<file path="src/rtl/cu.sv">
// -----------------------------------------------------------------------------
// cu -- main control unit of the 32-bit RISC datapath
//
// Decodes the 4-bit instruction opcode into datapath control signals.
// Every output is registered; outputs reflect the opcode sampled at the
// previous rising edge of clk. Unassigned opcodes decode as NOP.
//
// Ports
//   clk            in   system clock, rising-edge active
//   reset          in   synchronous, active-high; forces the NOP decode
//   Opcode[3:0]    in   instruction opcode field
//   RegDest        out  1 = write-back register from rd, 0 = from rt
//   Jump           out  unconditional jump
//   Branch         out  conditional branch (bne)
//   Sig_Mem_Read   out  data-memory read enable
//   Sig_Mem_to_Reg out  1 = write-back from memory, 0 = from ALU
//   Sig_Mem_Write  out  data-memory write enable
//   ALUSrc         out  1 = ALU operand B is sign-extended immediate
//   Sig_Reg_Write  out  register-file write enable
//   ALUOp[2:0]     out  000 AND, 001 OR, 010 ADD, 011 NOT, 110 SUB, 111 PASS-B
// -----------------------------------------------------------------------------
module cu (
    input  logic       clk,
    input  logic       reset,
    input  logic [3:0] Opcode,
    output logic       RegDest,
    output logic       Jump,
    output logic       Branch,
    output logic       Sig_Mem_Read,
    output logic       Sig_Mem_to_Reg,
    output logic       Sig_Mem_Write,
    output logic       ALUSrc,
    output logic       Sig_Reg_Write,
    output logic [2:0] ALUOp
);

    localparam logic [3:0] opAnd = 4'b0000;
    localparam logic [3:0] opOr  = 4'b0001;
    localparam logic [3:0] opAdd = 4'b0010;
    localparam logic [3:0] opNot = 4'b0011;
    localparam logic [3:0] opSub = 4'b0110;
    localparam logic [3:0] opLdi = 4'b0111;
    localparam logic [3:0] opLw  = 4'b1000;
    localparam logic [3:0] opSw  = 4'b1010;
    localparam logic [3:0] opBne = 4'b1110;
    localparam logic [3:0] opJmp = 4'b1111;

    localparam logic [2:0] aluAnd  = 3'b000;
    localparam logic [2:0] aluOr   = 3'b001;
    localparam logic [2:0] aluAdd  = 3'b010;
    localparam logic [2:0] aluNot  = 3'b011;
    localparam logic [2:0] aluSub  = 3'b110;
    localparam logic [2:0] aluPass = 3'b111;

    // Control word layout:
    // {RegDest, Jump, Branch, MemRead, MemToReg, MemWrite, ALUSrc, RegWrite, ALUOp[2:0]}
    localparam logic [10:0] ctrlNop = 11'b0;

    // ---- stage p0: combinational opcode decode ----
    logic [10:0] ctrlP0;

    always_comb begin
        ctrlP0 = ctrlNop;
        unique case (Opcode)
            opAnd:   ctrlP0 = {8'b1000_0001, aluAnd};
            opOr:    ctrlP0 = {8'b1000_0001, aluOr};
            opAdd:   ctrlP0 = {8'b1000_0001, aluAdd};
            opNot:   ctrlP0 = {8'b1000_0001, aluNot};
            opSub:   ctrlP0 = {8'b1000_0001, aluSub};
            // ALU passes the immediate straight through to write-back.
            opLdi:   ctrlP0 = {8'b0000_0011, aluPass};
            // Address = rs + imm, so the ALU adds.
            opLw:    ctrlP0 = {8'b0001_1011, aluAdd};
            opSw:    ctrlP0 = {8'b0000_0110, aluAdd};
            // Compare by subtraction; the taken decision lives in PC logic.
            opBne:   ctrlP0 = {8'b0010_0000, aluSub};
            opJmp:   ctrlP0 = {8'b0100_0000, aluAnd};
            default: ctrlP0 = ctrlNop;
        endcase
    end

    // ---- stage p1: output register bank ----
    logic [10:0] ctrlP1;

    always_ff @(posedge clk) begin
        if (reset) begin
            ctrlP1 <= ctrlNop;
        end else begin
            ctrlP1 <= ctrlP0;
        end
    end

    assign RegDest        = ctrlP1[10];
    assign Jump           = ctrlP1[9];
    assign Branch         = ctrlP1[8];
    assign Sig_Mem_Read   = ctrlP1[7];
    assign Sig_Mem_to_Reg = ctrlP1[6];
    assign Sig_Mem_Write  = ctrlP1[5];
    assign ALUSrc         = ctrlP1[4];
    assign Sig_Reg_Write  = ctrlP1[3];
    assign ALUOp          = ctrlP1[2:0];

endmodule

</file>
<file path="config.mk">
export PLATFORM = sky130hd
export DESIGN_NAME = cu
export DESIGN_NICKNAME = d
export VERILOG_FILES = /design/src/rtl/cu.sv
export SDC_FILE = /design/constraint.sdc
export NUM_CORES = 1
export LEC_CHECK = 0
export CORE_AREA = 4 4 41 43
export DETAILED_ROUTE_END_ITERATION = 8
export DIE_AREA = 0 0 45 47
export SYNTH_ARGS = -nofsm -noshare
export SYNTH_HDL_FRONTEND = slang
export SYNTH_SLANG_ARGS = --single-unit
</file>
<file path="constraint.sdc">
create_clock -name clk -period 1.1 [get_ports clk]
set_input_delay 0.22 -clock clk [delete_from_list [all_inputs] [get_ports clk]]
set_output_delay 0.22 -clock clk [all_outputs]
set_load 0.005 [all_outputs]
</file>
==> flow_metrics.env <==
export IMPL_outcome="complete, no violations"
export IMPL_path_cells="dlygate4sd2_1"
export IMPL_fin_crit_ns=1.03
export IMPL_reg_largest_list="ctrlP1 (10)"
export IMPL_cts_max_level=1
export IMPL_cts_hold_buf=0
export IMPL_largest_reg_flops=10
export IMPL_drc=0
export IMPL_pin_count=17
export IMPL_final_common_cell="dlygate4sd2_1"
export IMPL_hp_class="input pin to flip-flop"
export IMPL_firstDrtPassIters=3
export IMPL_die_h_um=47
export IMPL_fmax_ghz=0.972
export IMPL_grt_usage_pct=8.25
export IMPL_max_cap_violations=0
export IMPL_n_fill_cell=150
export IMPL_fin_util_pct=44.6
export IMPL_die_area_um2=2120
export IMPL_finalHoldViolCount=0
export IMPL_cp_slowest_cell="dfxtp_1"
export IMPL_worstPathArrival_ns=0.81
export IMPL_p_per_area_nw_per_um2=1220
export IMPL_grt_pass1_wl_um=1190
export IMPL_synth_nets=39
export IMPL_tightestPinTransition_ns=0.214
export IMPL_busiest_layer="met2"
export IMPL_post_cts_buffers=0
export IMPL_gr_usage_met3_pct=3.07
export IMPL_ys_ff_latch=10
export IMPL_vias=327
export IMPL_syn_area_per_cell_um2=11.4
export IMPL_drive_above_1_share_pct=25.9
export IMPL_clockRootBuffer="clkbuf_4"
export IMPL_cts_buffers=3
export IMPL_wl_per_cell_um=10.9
export IMPL_setup_violations_final=0
export IMPL_fin_ws_ns=0.0712
export IMPL_place_ws_ns=-0.208
export IMPL_clkTransAtPathRegs_ns=0.06
export IMPL_hold_start="Opcode[2]"
export IMPL_slowest_delay_ns=0.30
export IMPL_drv_slew=0
export IMPL_required_ns=0.88
export IMPL_cp_num_buf_inv=1
export IMPL_grtUsageMet1_pct=8.51
export IMPL_die_width_um=45
export IMPL_grt_pass1_vias=302
export IMPL_synth_top_family_by_area="simple AND/OR/NAND/NOR gates"
export IMPL_yosys_warnings=0
export IMPL_via_per_inst=4.74
export IMPL_ys_types=20
export IMPL_cp_max_fo=1
export IMPL_diodes=0
export IMPL_peakVddDrop_v=0.000590
export IMPL_fin_crit_sh_pct=93.5
export IMPL_synthAdderAreaFrac_pct=0
export IMPL_port_buffers=16
export IMPL_coreArea_um2=1300
export IMPL_drt_iter0_drc=6
export IMPL_seq_area_frac_synth_pct=53.2
export IMPL_hold_slack_ns=0.377
export IMPL_syn2layout_area_growth_pct=54.2
export IMPL_grt_ovfl_total=0
export IMPL_grtUsageMet2_pct=13.3
export IMPL_worstSetupEndpointType="primary output"
export IMPL_post_cts_resized=11
export IMPL_postSynthCellCount=33
export IMPL_start_kind="flip-flop"
export IMPL_p_leak_nw=0.285
export IMPL_rows=13
export IMPL_clock_path_buffers=2
export IMPL_gp_congestion=0.731
export IMPL_initial_core_util_pct=28.9
export IMPL_synth_mux_area_share_pct=0
export IMPL_critPathLaunch="ctrlP1[9]"
export IMPL_antenna_found_initial=0
export IMPL_cts_tree="done"
export IMPL_synthSimpleGateAreaFrac_pct=30.9
export IMPL_grt_max_degree=11
export IMPL_synth_compound_area_share_pct=9.63
export IMPL_netlist_area_um2=377
export IMPL_final_cell_mix="dlygate4sd2_1 (11), dfxtp_1 (10), buf_4 (5)"
export IMPL_clock_sinks=10
export IMPL_relSlewSlack_pct=85.7
export IMPL_drt_total_wl_um=754
export IMPL_postRouteAntennaNets=0
export IMPL_dpl_hpwl_um=603
export IMPL_rsz0062_at_grt="false"
export IMPL_synth_xor_area_share_pct=0
export IMPL_largest_register="ctrlP1"
export IMPL_final_nets=62
export IMPL_cp_top_family="flip-flops"
export IMPL_path_class="flip-flop to primary output"
[kinds of logic after synthesis]
kind of cell / count (synthesis)
compound gates: 5
buf+inv: 3
simple gates: 15
flops: 10
[synthesized netlist by cell type (all sizes together)]
| library cell | instances | share of area (%) |
|---|---|---|
| dfxtp | 10 | 53 |
| buf | 3 | 6.3 |
| nor2b | 3 | 5.0 |
| a21oi | 2 | 3.7 |
| and3 | 2 | 3.3 |
| nor3 | 2 | 4.0 |
| o21a | 2 | 4.0 |
| a211oi | 1 | 2.0 |
| and4 | 1 | 2.7 |
| and4b | 1 | 3.0 |
| nand2 | 1 | 1.0 |
| nand2b | 1 | 1.7 |
| nand4b | 1 | 2.3 |
| nor2 | 1 | 1.0 |
| nor4b | 1 | 4.0 |
| or3b | 1 | 3.0 |
[report_power, final]
| group | leakage, nW | internal (W) | switching [W] |
|---|---|---|---|
| logic | 0.190 | 0.0000571 | 0.0000410 |
| clock network | 0.0138 | 0.000125 | 0.000108 |
| registers | 0.0818 | 0.000375 | 0.00000225 |
[cell type report]
class,instances,area [µm²],share of cell area [%]
Clock buffer,3,22.5,3.88
Multi-Input combinational cell,20,153,26.3
Sequential cell,10,200,34.5
Tap cell,15,18.8,3.23
Timing Repair Buffer,21,186,32.1
[through the flow]
step / std cells / area (µm²) / total power (W) / TNS, ns
final: 69 / 581 / 0.000709 / 0
after global routing: 69 / 581 / 0.000752 / 0
after CTS: 69 / 578 / 0.000722 / 0
after detailed placement: 66 / 569 / 0.000496 / -1.56
after global placement: 66 / 569 / 0.000494 / -1.44
after floorplan: 33 / 377 / 0.000426 / 0
[worst paths after layout]
path,end,slack [ns],depth (start not counted)
setup / recovery,Jump,0.07,1
hold / removal,ctrlP1[6],0.38,3
[routing by layer]
layer	up-vias	part of all wire, %
li1	160	-
met1	153	37
met2	12	51
met3	2	12
met4	0	0.53
met5	-	0
Note: power is estimated with default switching activity, not from simulation.
